**src/rtl/layer_norm_scheduler.sv**
```systemverilog
// rtl/layer_norm_scheduler.sv - round-robin sharing of one layer_norm datapath between two requesters
module layer_norm_scheduler #(
    parameter int DIM        = 4,
    parameter int DATA_WIDTH = 16,
    parameter int TIMEOUT    = 63
) (
    input  logic                      clk,
    input  logic                      rst_n,
    input  logic                      req0_valid,
    input  logic [DIM*DATA_WIDTH-1:0] req0_x,
    output logic                      req0_ready,
    input  logic                      req1_valid,
    input  logic [DIM*DATA_WIDTH-1:0] req1_x,
    output logic                      req1_ready,
    input  logic                      cfg_we,
    input  logic                      cfg_sel,
    input  logic [DIM*DATA_WIDTH-1:0] cfg_gamma,
    input  logic [DIM*DATA_WIDTH-1:0] cfg_beta,
    output logic                      ln_valid_in,
    output logic [DIM*DATA_WIDTH-1:0] ln_x,
    output logic [DIM*DATA_WIDTH-1:0] ln_gamma,
    output logic [DIM*DATA_WIDTH-1:0] ln_beta,
    input  logic [DIM*DATA_WIDTH-1:0] ln_y,
    input  logic                      ln_valid_out,
    output logic                      rsp_valid,
    output logic                      rsp_id,
    output logic [DIM*DATA_WIDTH-1:0] rsp_y,
    output logic                      rsp_err,
    input  logic                      rsp_ready,
    output logic                      busy,
    output logic                      err_timeout,
    input  logic                      err_clr
);
    localparam int VW = DIM * DATA_WIDTH;
    localparam int CW = $clog2(TIMEOUT + 1);
    localparam logic [DATA_WIDTH-1:0] ONE       = DATA_WIDTH'(256);
    localparam logic [VW-1:0]         GAMMA_RST = {DIM{ONE}};
    localparam logic [CW-1:0]         CNT_LAST  = CW'(TIMEOUT - 1);

    typedef enum logic [1:0] {IDLE, ISSUE, WAIT, RESP} state_t;

    state_t          state, state_nx;
    logic            last_grant;
    logic            grant_id;
    logic            accept;
    logic            result_hit;
    logic            timeout_hit;
    logic [CW-1:0]   wait_cnt;
    logic [VW-1:0]   gamma0, beta0, gamma1, beta1;
    logic [VW-1:0]   hold_x, hold_gamma, hold_beta;
    logic            hold_id;

    // On a tie the requester not served last wins; otherwise the lone requester wins.
    always_comb begin
        grant_id    = (req0_valid && req1_valid) ? ~last_grant : req1_valid;
        accept      = (state == IDLE) && (req0_valid || req1_valid) && rst_n;
        req0_ready  = accept && !grant_id;
        req1_ready  = accept && grant_id;
        result_hit  = (state == WAIT) && ln_valid_out;
        timeout_hit = (state == WAIT) && !ln_valid_out && (wait_cnt == CNT_LAST);
    end

    always_comb begin
        state_nx    = state;
        ln_valid_in = 1'b0;
        rsp_valid   = 1'b0;
        busy        = (state != IDLE);
        case (state)
            IDLE:  if (accept) state_nx = ISSUE;
            ISSUE: begin
                ln_valid_in = 1'b1;
                state_nx    = WAIT;
            end
            WAIT:  if (result_hit || timeout_hit) state_nx = RESP;
            RESP: begin
                rsp_valid = 1'b1;
                if (rsp_ready) state_nx = IDLE;
            end
            default: state_nx = IDLE;
        endcase
    end

    always_ff @(posedge clk) begin
        if (!rst_n) begin
            state       <= IDLE;
            last_grant  <= 1'b1;
            gamma0      <= GAMMA_RST;
            beta0       <= '0;
            gamma1      <= GAMMA_RST;
            beta1       <= '0;
            hold_id     <= 1'b0;
            hold_x      <= '0;
            hold_gamma  <= '0;
            hold_beta   <= '0;
            wait_cnt    <= '0;
            rsp_y       <= '0;
            rsp_err     <= 1'b0;
            err_timeout <= 1'b0;
        end else begin
            state <= state_nx;
            if (cfg_we) begin
                if (cfg_sel) begin
                    gamma1 <= cfg_gamma;
                    beta1  <= cfg_beta;
                end else begin
                    gamma0 <= cfg_gamma;
                    beta0  <= cfg_beta;
                end
            end
            // Capture reads the config regs before any same-cycle write lands.
            if (accept) begin
                hold_id    <= grant_id;
                hold_x     <= grant_id ? req1_x : req0_x;
                hold_gamma <= grant_id ? gamma1 : gamma0;
                hold_beta  <= grant_id ? beta1  : beta0;
                last_grant <= grant_id;
            end
            if (state == ISSUE) begin
                wait_cnt <= '0;
            end else if (state == WAIT) begin
                wait_cnt <= wait_cnt + CW'(1);
            end
            if (result_hit) begin
                rsp_y   <= ln_y;
                rsp_err <= 1'b0;
            end else if (timeout_hit) begin
                rsp_y   <= '0;
                rsp_err <= 1'b1;
            end
            if (timeout_hit) begin
                err_timeout <= 1'b1;
            end else if (err_clr) begin
                err_timeout <= 1'b0;
            end
        end
    end

    assign rsp_id   = hold_id;
    assign ln_x     = hold_x;
    assign ln_gamma = hold_gamma;
    assign ln_beta  = hold_beta;
endmodule
```
**config.mk**
```make
export PLATFORM = sky130hd
export DESIGN_NAME = layer_norm_scheduler
export DESIGN_NICKNAME = d
export VERILOG_FILES = /design/src/rtl/layer_norm_scheduler.sv
export SDC_FILE = /design/constraint.sdc
export NUM_CORES = 1
export LEC_CHECK = 0
export CAP_MARGIN = 30
export CORE_AREA = 2 2 240 242
export DETAILED_ROUTE_END_ITERATION = 10
export DIE_AREA = 0 0 242 244
export PLACE_DENSITY = 0.66
export SLEW_MARGIN = 20
export SYNTH_ARGS = -nofsm -noshare
export SYNTH_HDL_FRONTEND = slang
export SYNTH_SLANG_ARGS = --single-unit
```
**constraint.sdc**
```tcl
create_clock -name clk -period 1.92 [get_ports clk]
set_clock_uncertainty 0.05 [all_clocks]
set_input_delay 0.48 -clock clk [delete_from_list [all_inputs] [get_ports clk]]
set_output_delay 0.48 -clock clk [all_outputs]
set_load 0.02 [all_outputs]
```
Word level (Yosys, flattened, before mapping):

Index checks and enable logic that the tools add are counted.

* add/subtract/negate cells: 1
* equal/unequal tests: 7
* mux-type cells: 14
* bitwise logic cells: 3
* reduce and logical (&&, ||, !) cells: 21

Operator list (count)
* $mux W64: 5
* $logic_and A1 B1 Y1: 8
* $pmux W2 S4: 1
* $add A6 B1 Y6 const B: 1
* $eq A6 B6 Y1 const B: 1
* $mux W2: 3
* $reduce_bool A2 Y1: 3
* $mux W1: 5
* $eq A2 B2 Y1 const B: 2
* $ne A2 B2 Y1 const B: 2
* $reduce_and A2 Y1: 2
* $reduce_or A2 Y1: 2
* $not A1 Y1: 3
* $reduce_and A3 Y1: 1
* $eq A2 B1 Y1 const B: 1
* $logic_not A1 Y1: 2
* $logic_not A2 Y1: 1
* $logic_or A1 B1 Y1: 2
* $ne A2 B1 Y1 const B: 1

* bits in registers: 524
* output and inout bits: 264

Depth between registers and ports, before layout:

Gate-level depths: netlist of the first run.

* word-level depth: 6
* gate-level depth with buffers: 9

Worst setup path before layout of the first run:

Ideal clock, no wire load.

* path kind: register to output
* from: register state[0]
* to: output port req1_ready
* data arrival time: 1.437 ns
* path slack: -0.047 ns
* cell stages (with the launch flop): 7
* buffers on the path: 3
* cells stage by stage: dfxtp_1 -> inv_1 -> ha_1 -> buf_2 -> and4_1 -> clkbuf_1 -> clkbuf_1

* cells in the longest elaborated chain, start to end: 4

Ends and longest elaborated chain
* start, declared: RTL line 42 `state_t state, state_nx;`
* start signal, assigned: RTL line 100 `state <= state_nx;`
* $logic_not A2 Y1: RTL line 56 `accept = (state == IDLE) && (req0_valid || req1_valid) && rst_n;`
* $logic_and A1 B1 Y1 (2 in series): RTL line 56
* $logic_and A1 B1 Y1: RTL line 58 `req1_ready = accept && grant_id;`
* end, declared: RTL line 14 `output logic req1_ready,`

Every way passes these cells.

Worst setup path after layout of the first run:

* from: register state[0]
* to: output port req0_ready

* cells in the longest elaborated chain, start to end: 4

Ends and longest elaborated chain
* $logic_not A2 Y1: RTL line 56
* $logic_and A1 B1 Y1 (2 in series): RTL line 56
* $logic_and A1 B1 Y1: RTL line 57 `req0_ready = accept && !grant_id;`
* end, declared: RTL line 11 `output logic req0_ready,`

Every way passes these cells.

==> results of run 1 <==
## final timing paths
kind                                endpoint  slack (ns)  cells after the start      from
worst max register to register  ln_gamma[38]       -0.08                     10  state[0]
worst min-delay path               rsp_y[21]        0.25                      4     rst_n
worst min register to register       rsp_err        0.40                      2   rsp_err
worst max-delay path              req0_ready       -0.19                      5  state[0]
## sequential cells by signal, summed over array words and instances, names as in the netlist
| register | cells |
|---|---|
| ln_x | 64 |
| beta1 | 64 |
| state | 2 |
| rsp_id | 1 |
| wait_cnt | 6 |
| err_timeout | 1 |
| gamma0 | 64 |
| rsp_err | 1 |
| ln_gamma | 64 |
| ln_beta | 64 |
| gamma1 | 64 |
| beta0 | 64 |
| rsp_y | 64 |
| last_grant | 1 |
## layout by cell type, fill, tap and decap left out, drive strengths merged
master	n
a211oi	1
a21boi	248
a21oi	5
a221o	1
a222oi	192
a32oi	1
and2	2
and4	2
buf	112
bufbuf	1
bufinv	3
clkbuf	101
clkdlybuf4s15	24
clkdlybuf4s50	327
clkinv	9
clkinvlp	4
dfxtp	524
diode	3
dlygate4sd2	231
ha	6
inv	10
mux2i	1
nand2	651
nand2b	2
nand3	10
nand4	2
nor2	5
nor2b	196
o211ai	2
o21ai	3
o22ai	65
o31ai	1
or3	1
xnor2	1
xor2	3
## cell type report
cell class,instances,share of cell area
Antenna cell,3,0.0002568
Clock buffer,82,0.05637
Clock inverter,19,0.007918
Inverter,7,0.0008988
Multi-Input combinational cell,1401,0.2842
Sequential cell,524,0.3589
Tap cell,756,0.03236
Timing Repair Buffer,714,0.2590
## per-stage QoR
| stage | setup slack, ns | power, W | util | TNS (ns) | area, µm² |
|---|---|---|---|---|---|
| after global placement | -0.5268 | 0.01927 | 0.4771 | -95.10 | 26800 |
| after CTS | -0.2452 | 0.03043 | 0.5088 | -0.8389 | 28580 |
| after global routing | -0.2626 | 0.03258 | 0.5204 | -16.14 | 29230 |
| after floorplan | 0.03200 | 0.01570 | - | 0 | 19600 |
| final | -0.1892 | 0.03135 | 0.5204 | -1.625 | 29230 |
| after detailed placement | -0.5257 | 0.01942 | 0.4771 | -110.93 | 26800 |
## cells by family after synthesis
group | after synthesis | synth area share
fa+ha+maj | 6 | 0.003831
compound gates | 519 | 0.2183
flops | 524 | 0.5353
mux | 1 | 0.0005108
buf+inv | 207 | 0.04635
xor+xnor | 4 | 0.001788
simple gates | 871 | 0.1939
## worst reg2reg max path, delay by kind of cell (launching register included)
kind	cells	cell delay, ns
AO/OA/AOI/OAI	2	0.37
flip-flops	1	0.33
AND/OR/NAND/NOR	1	0.09
buffers and inverters	6	0.84
adder cells (fa/ha/maj)	1	0.19
## metal layers
layer,vias to the layer above,routed length [µm]
li1,8646,-
met1,9031,29670
met2,754,35330
met3,119,6164
met4,2,1799
met5,-,10
## power by group through the flow
stage,logic (W),registers (W),clock network (W)
finish,0.00825,0.0122,0.0109
global route,0.00868,0.0122,0.0116
CTS,0.00711,0.0122,0.0112
detailed placement,0.00703,0.0124,0
global placement,0.00692,0.0124,0
floorplan,0.00272,0.0130,0
## what timing repair did
item	4_1_cts	5_1_grt
endpoints found under the setup margin	431	198
pin swaps	29	154
gates resized for setup	322	53
hold endpoints to repair	0	0
setup buffers	7	8
gates cloned	3	21
## synth_stat cells, types with 3 or more instances
| cell | n | area (µm²) |
|---|---|---|
| a21boi_0 | 248 | 1862 |
| a21oi_1 | 5 | 25.02 |
| a222oi_1 | 192 | 1922 |
| buf_1 | 18 | 67.56 |
| buf_2 | 33 | 165.2 |
| buf_6 | 12 | 135.1 |
| clkbuf_1 | 137 | 514.2 |
| dfxtp_1 | 524 | 10490 |
| ha_1 | 6 | 75.07 |
| inv_1 | 7 | 26.28 |
| nand2_1 | 651 | 2444 |
| nand3_1 | 10 | 50.05 |
| nor2_1 | 5 | 18.77 |
| nor2b_1 | 196 | 1226 |
| o22ai_1 | 65 | 406.6 |
| xor2_1 | 3 | 26.28 |
==> flow_metrics.env, run 1 <==
export IMPL_gp_congestion=0.9255
export IMPL_areaGrowthSynthToFinish_pct=49.17
export IMPL_grt_pass1_wl_um=105900
export IMPL_cp_top_family="flip-flops"
export IMPL_portBuffers=592
export IMPL_core_rowCount=87
export IMPL_power_leakage_nw=11.61
export IMPL_top_usage_layer="met2"
export IMPL_avgSynthCellArea_um2=9.192
export IMPL_max_stage_delay_ns=0.33
export IMPL_vdd_ir_drop_max_uv=783.6
export IMPL_violations="negative setup slack"
export IMPL_synth_enable_flop_cells=0
export IMPL_drtPass1Iterations=9
export IMPL_final_max_slew_viol_count=0
export IMPL_antenna_left=0
export IMPL_clock_latency_ns=0.61
export IMPL_drc=0
export IMPL_grt_start_max_net_pins=175
export IMPL_synth_warnings=0
export IMPL_ys_ff_latch=524
export IMPL_ff_latch_area_um2=10490
export IMPL_clock_sinks=524
export IMPL_power_density_nw_per_um2=1073
export IMPL_critPathArrivalTime_ns=1.58
export IMPL_cp_start_kind="register"
export IMPL_multiInputGateArea_um2=8309
export IMPL_seq_power_share=0.388
export IMPL_p_sw_frac=0.2990
export IMPL_crit_type="register to output pin"
export IMPL_period_minus_slack_ns=2.109
export IMPL_yosysSeqAreaShare=0.5353
export IMPL_cts_buffer_depth=3
export IMPL_end_kind="output pin"
export IMPL_start_util=0.3489
export IMPL_vias_per_cell=5.292
export IMPL_async_reset_ff_frac=0
export IMPL_wl_per_cell_um=20.82
export IMPL_synth_nets=2467
export IMPL_track_usage=0.2241
export IMPL_grt_use_met2=0.3817
export IMPL_drv_cap=0
export IMPL_num_fill_cells=5133
export IMPL_htreeDepth=2
export IMPL_hold_buffers=0
export IMPL_fin_nets=3038
export IMPL_crit_path_cell_trace="inv_2, ha_4, nand3_4, a21oi_4, buf_6"
export IMPL_hp_class="primary input to register"
export IMPL_totalWireLength_um=72980
export IMPL_dieArea_um2=59050
export IMPL_max_slew_margin=0.5701
export IMPL_dieWidth_um=242
export IMPL_gr_usage_met3=0.05674
export IMPL_finalWorstSetupSlack_ns=-0.1892
export IMPL_cts_tree="built"
export IMPL_die_y_um=244
export IMPL_post_synth_num_cell_types=30
export IMPL_num_vias=18550
export IMPL_antenna_found_initial=2
export IMPL_netSwitchingPower_w=0.009374
export IMPL_grt_ovfl_total=0
export IMPL_place_hpwl_um=45960
export IMPL_critPathRequiredTime_ns=1.39
export IMPL_root_buffer="clkbuf_16"
export IMPL_comb_power_share=0.263
export IMPL_syn_inst=2132
export IMPL_grt_setup_unrepaired="yes"
export IMPL_cts_reportedPaths_clkPinSlew_ns=0.06
export IMPL_holdWs_ns=0.2481
export IMPL_final_cells=3506
export IMPL_critPathMaxFanout=3
export IMPL_numCtsBuffers=55
export IMPL_tightestPinTransition_ns=0.6449
export IMPL_syn_cell_area_um2=19600
export IMPL_layout_drive_gt1_share=0.08810
export IMPL_crit_buf_inv=2
export IMPL_dp_cells=3366
export IMPL_drt_iter0_drc=1967
export IMPL_final_hold_violation_count=0
export IMPL_internal_power_w=0.02198
export IMPL_grt_pass1_vias=17950
export IMPL_use_met1=0.2851
export IMPL_final_period_utilization=1.099
export IMPL_setup_violations=51
export IMPL_synth_flop_cell="dfxtp_1"
export IMPL_fmax_ghz=0.4741
export IMPL_core_um2=56170
export IMPL_power_share_clock=0.349
export IMPL_status="finished with violations"
export IMPL_ios=593
export IMPL_cp_slowest_cell="dfxtp_2"
No activity file was read; power rests on OpenSTA's default activity.
==> run 2: changes to the inputs <==
==> constraint.sdc (replaced) <==
create_clock -name clk -period 1.92 [get_ports clk]
set_clock_uncertainty 0.05 [all_clocks]
set_input_delay 0.288 -clock clk [delete_from_list [all_inputs] [get_ports clk]]
set_output_delay 0.288 -clock clk [all_outputs]
set_load 0.02 [all_outputs]
==> run 2 against run 1 <==
Effect of this change: the run still ends with negative setup slack left; sequential share of layout area up 0.33 points; core utilization down 0.47 points; sequential cell count unchanged; clock power about the same; non-clock buffer count down 8; first-iteration DRC count down 4.0%; maximum frequency up 8.8%; setup slack better by 0.17 ns; clock-buffer cell count down 7; critical path depth up 1; via count about the same; cell area down 0.91%; critical path type unchanged; largest cell class unchanged.
==> flow_metrics.env, run 2 (synthesized netlist as in run 1, its figures left out) <==
export IMPL_status="finished with violations"
export IMPL_violations="negative setup slack"
export IMPL_place_hpwl_um=49120
export IMPL_hold_path_cell_count=3
export IMPL_comb_power_share=0.237
export IMPL_gp_congestion=0.9303
export IMPL_drv_cap=0
export IMPL_critPathMaxFanout=4
export IMPL_setup_violations=1
export IMPL_power_share_clock=0.358
export IMPL_clock_latency_ns=0.59
export IMPL_grt_setup_unrepaired="yes"
export IMPL_grt_start_max_net_pins=84
export IMPL_wl_per_cell_um=20.39
export IMPL_multiInputGateArea_um2=8288
export IMPL_dieArea_um2=59050
export IMPL_vias_per_cell=5.294
export IMPL_min_from="ln_y[47]"
export IMPL_cp_start_kind="register"
export IMPL_core_rowCount=87
export IMPL_clock_sinks=524
export IMPL_final_cells=3501
export IMPL_finalWorstSetupSlack_ns=-0.01898
export IMPL_mostFrequentLayoutCell="nand2_1"
export IMPL_areaGrowthSynthToFinish_pct=47.81
export IMPL_start_util=0.3489
export IMPL_crit_type="register to output pin"
export IMPL_layout_drive_gt1_share=0.08327
export IMPL_reg2reg_from="state[1]"
export IMPL_cts_buffer_depth=3
export IMPL_reg2reg_depth=9
export IMPL_numCtsBuffers=55
export IMPL_antenna_found_initial=11
export IMPL_portBuffers=592
export IMPL_drt_iter0_drc=1888
export IMPL_track_usage=0.2299
export IMPL_core_um2=56170
export IMPL_final_hold_violation_count=0
export IMPL_htreeDepth=2
export IMPL_cts_tree="built"
export IMPL_seq_power_share=0.404
export IMPL_drtPass1Iterations=8
export IMPL_final_max_slew_viol_count=0
export IMPL_reg2reg_to="ln_gamma[12]"
export IMPL_grt_pass1_wl_um=107700
export IMPL_hp_class="primary input to register"
export IMPL_dp_cells=3387
export IMPL_end_kind="output pin"
export IMPL_period_minus_slack_ns=1.939
export IMPL_p_total_w=0.03013
export IMPL_drc=0
export IMPL_max_slew_margin=0.6895
export IMPL_die_y_um=244
export IMPL_num_vias=18540
export IMPL_hold_end="rsp_y[47]"
export IMPL_ff_latch_area_um2=10490
export IMPL_ios=593
export IMPL_fmax_ghz=0.5157
export IMPL_rrSetupSlack_ns=0.04
export IMPL_vdd_ir_drop_max_uv=682.3
export IMPL_p_sw_frac=0.2938
export IMPL_critPathArrivalTime_ns=1.60
export IMPL_antenna_left=0
export IMPL_critPathRequiredTime_ns=1.58
export IMPL_final_period_utilization=1.010
export IMPL_cts_reportedPaths_clkPinSlew_ns=0.06
export IMPL_mostFrequentLayoutCells="649 x nand2_1, 522 x dfxtp_1, 351 x clkdlybuf4s50_1"
export IMPL_num_fill_cells=5137
export IMPL_totalWireLength_um=71370
export IMPL_grt_ovfl_total=0
export IMPL_tightestPinTransition_ns=0.4675
export IMPL_power_leakage_nw=12.07
export IMPL_fin_nets=3030
export IMPL_grt_pass1_vias=18380
export IMPL_root_buffer="clkbuf_16"
export IMPL_dieWidth_um=242
export IMPL_fin_util=0.5157
export IMPL_netSwitchingPower_w=0.008853
export IMPL_power_density_nw_per_um2=1040
export IMPL_internal_power_w=0.02128
## run 2: changes by cell type in the layout (fill, tap and decap cells not counted), moves of 6 or more
| cell | previous run | this run |
|---|---|---|
| dlymetal6s2s_1 | 0 | 50 |
| dlygate4sd2_1 | 231 | 184 |
| clkdlybuf4s50_1 | 327 | 351 |
| clkdlybuf4s15_1 | 23 | 0 |
| buf_4 | 40 | 58 |
| buf_6 | 18 | 5 |
| clkbuf_16 | 70 | 57 |
| clkinv_2 | 6 | 17 |
| buf_12 | 41 | 50 |
| buf_16 | 7 | 1 |
## run 2: timing repair
action,4_1_cts,5_1_grt
setup endpoints to repair,190,122
hold buffers,1,0
gates cloned,0,2
setup buffers,2,2
pin swaps,0,10
hold endpoints to repair,6,0
resized for setup,204,58
## run 2: cell type report
cell class	instances	share of cell area
sequential	524	0.3622
clock inverter	25	0.008941
inverter	7	0.0009070
tap	756	0.03265
timing repair buffer	706	0.2543
antenna	7	0.0006047
clock buffer	75	0.05425
multi-input combinational	1401	0.2861
## run 2: power groups by stage
stage / sequential (W) / combinational [W] / clock, W
after global routing: 0.0123 / 0.00759 / 0.0115
after CTS: 0.0122 / 0.00706 / 0.0110
after global placement: 0.0124 / 0.00710 / 0
after detailed placement: 0.0124 / 0.00722 / 0
final: 0.0122 / 0.00714 / 0.0108
after floorplan: 0.0130 / 0.00272 / 0
## run 2: how the worst max path moves through the flow
stage / startpoint / endpoint / slack (ns) / cells after the start
finish: state[1] / req0_ready / -0.02 / 6
global route: state[1] / req0_ready / -0.08 / 6
CTS: state[0] / req0_ready / -0.05 / 6
detailed placement: req0_valid / ln_beta[15] / -0.17 / 7
global placement: req0_valid / ln_beta[9] / -0.12 / 7
floorplan: state[0] / ln_x[54] / 0.09 / 8
## run 2: metal layers
metal | vias up | part of all wire | track usage | wire length [µm]
li1 | 8627 | - | - | -
met1 | 9018 | 0.41 | 0.2912 | 29350
met2 | 754 | 0.47 | 0.3681 | 33430
met3 | 127 | 0.089 | 0.07397 | 6371
met4 | 10 | 0.029 | 0.07789 | 2040
met5 | - | 0.0025 | 0.01389 | 178
## run 2: critical path, cell delays in order (launching register included)
cell and delay (ns):
dfxtp_2 0.32, inv_2 0.07, ha_4 0.17, nand3_4 0.07, a21oi_4 0.13, buf_6 0.12, buf_6 0.11
## run 2: through the flow
stage	setup slack, ns	instance area (µm²)	hold slack (ns)	setup TNS (ns)
detailed placement	-0.1677	27090	0.3932	-20.95
floorplan	0.09108	19600	0.3620	0
global route	-0.07843	28970	0.1703	-0.07843
global placement	-0.1246	27090	0.3807	-14.01
finish	-0.01898	28970	0.2044	-0.01898
CTS	-0.04858	28740	0.1671	-0.04858
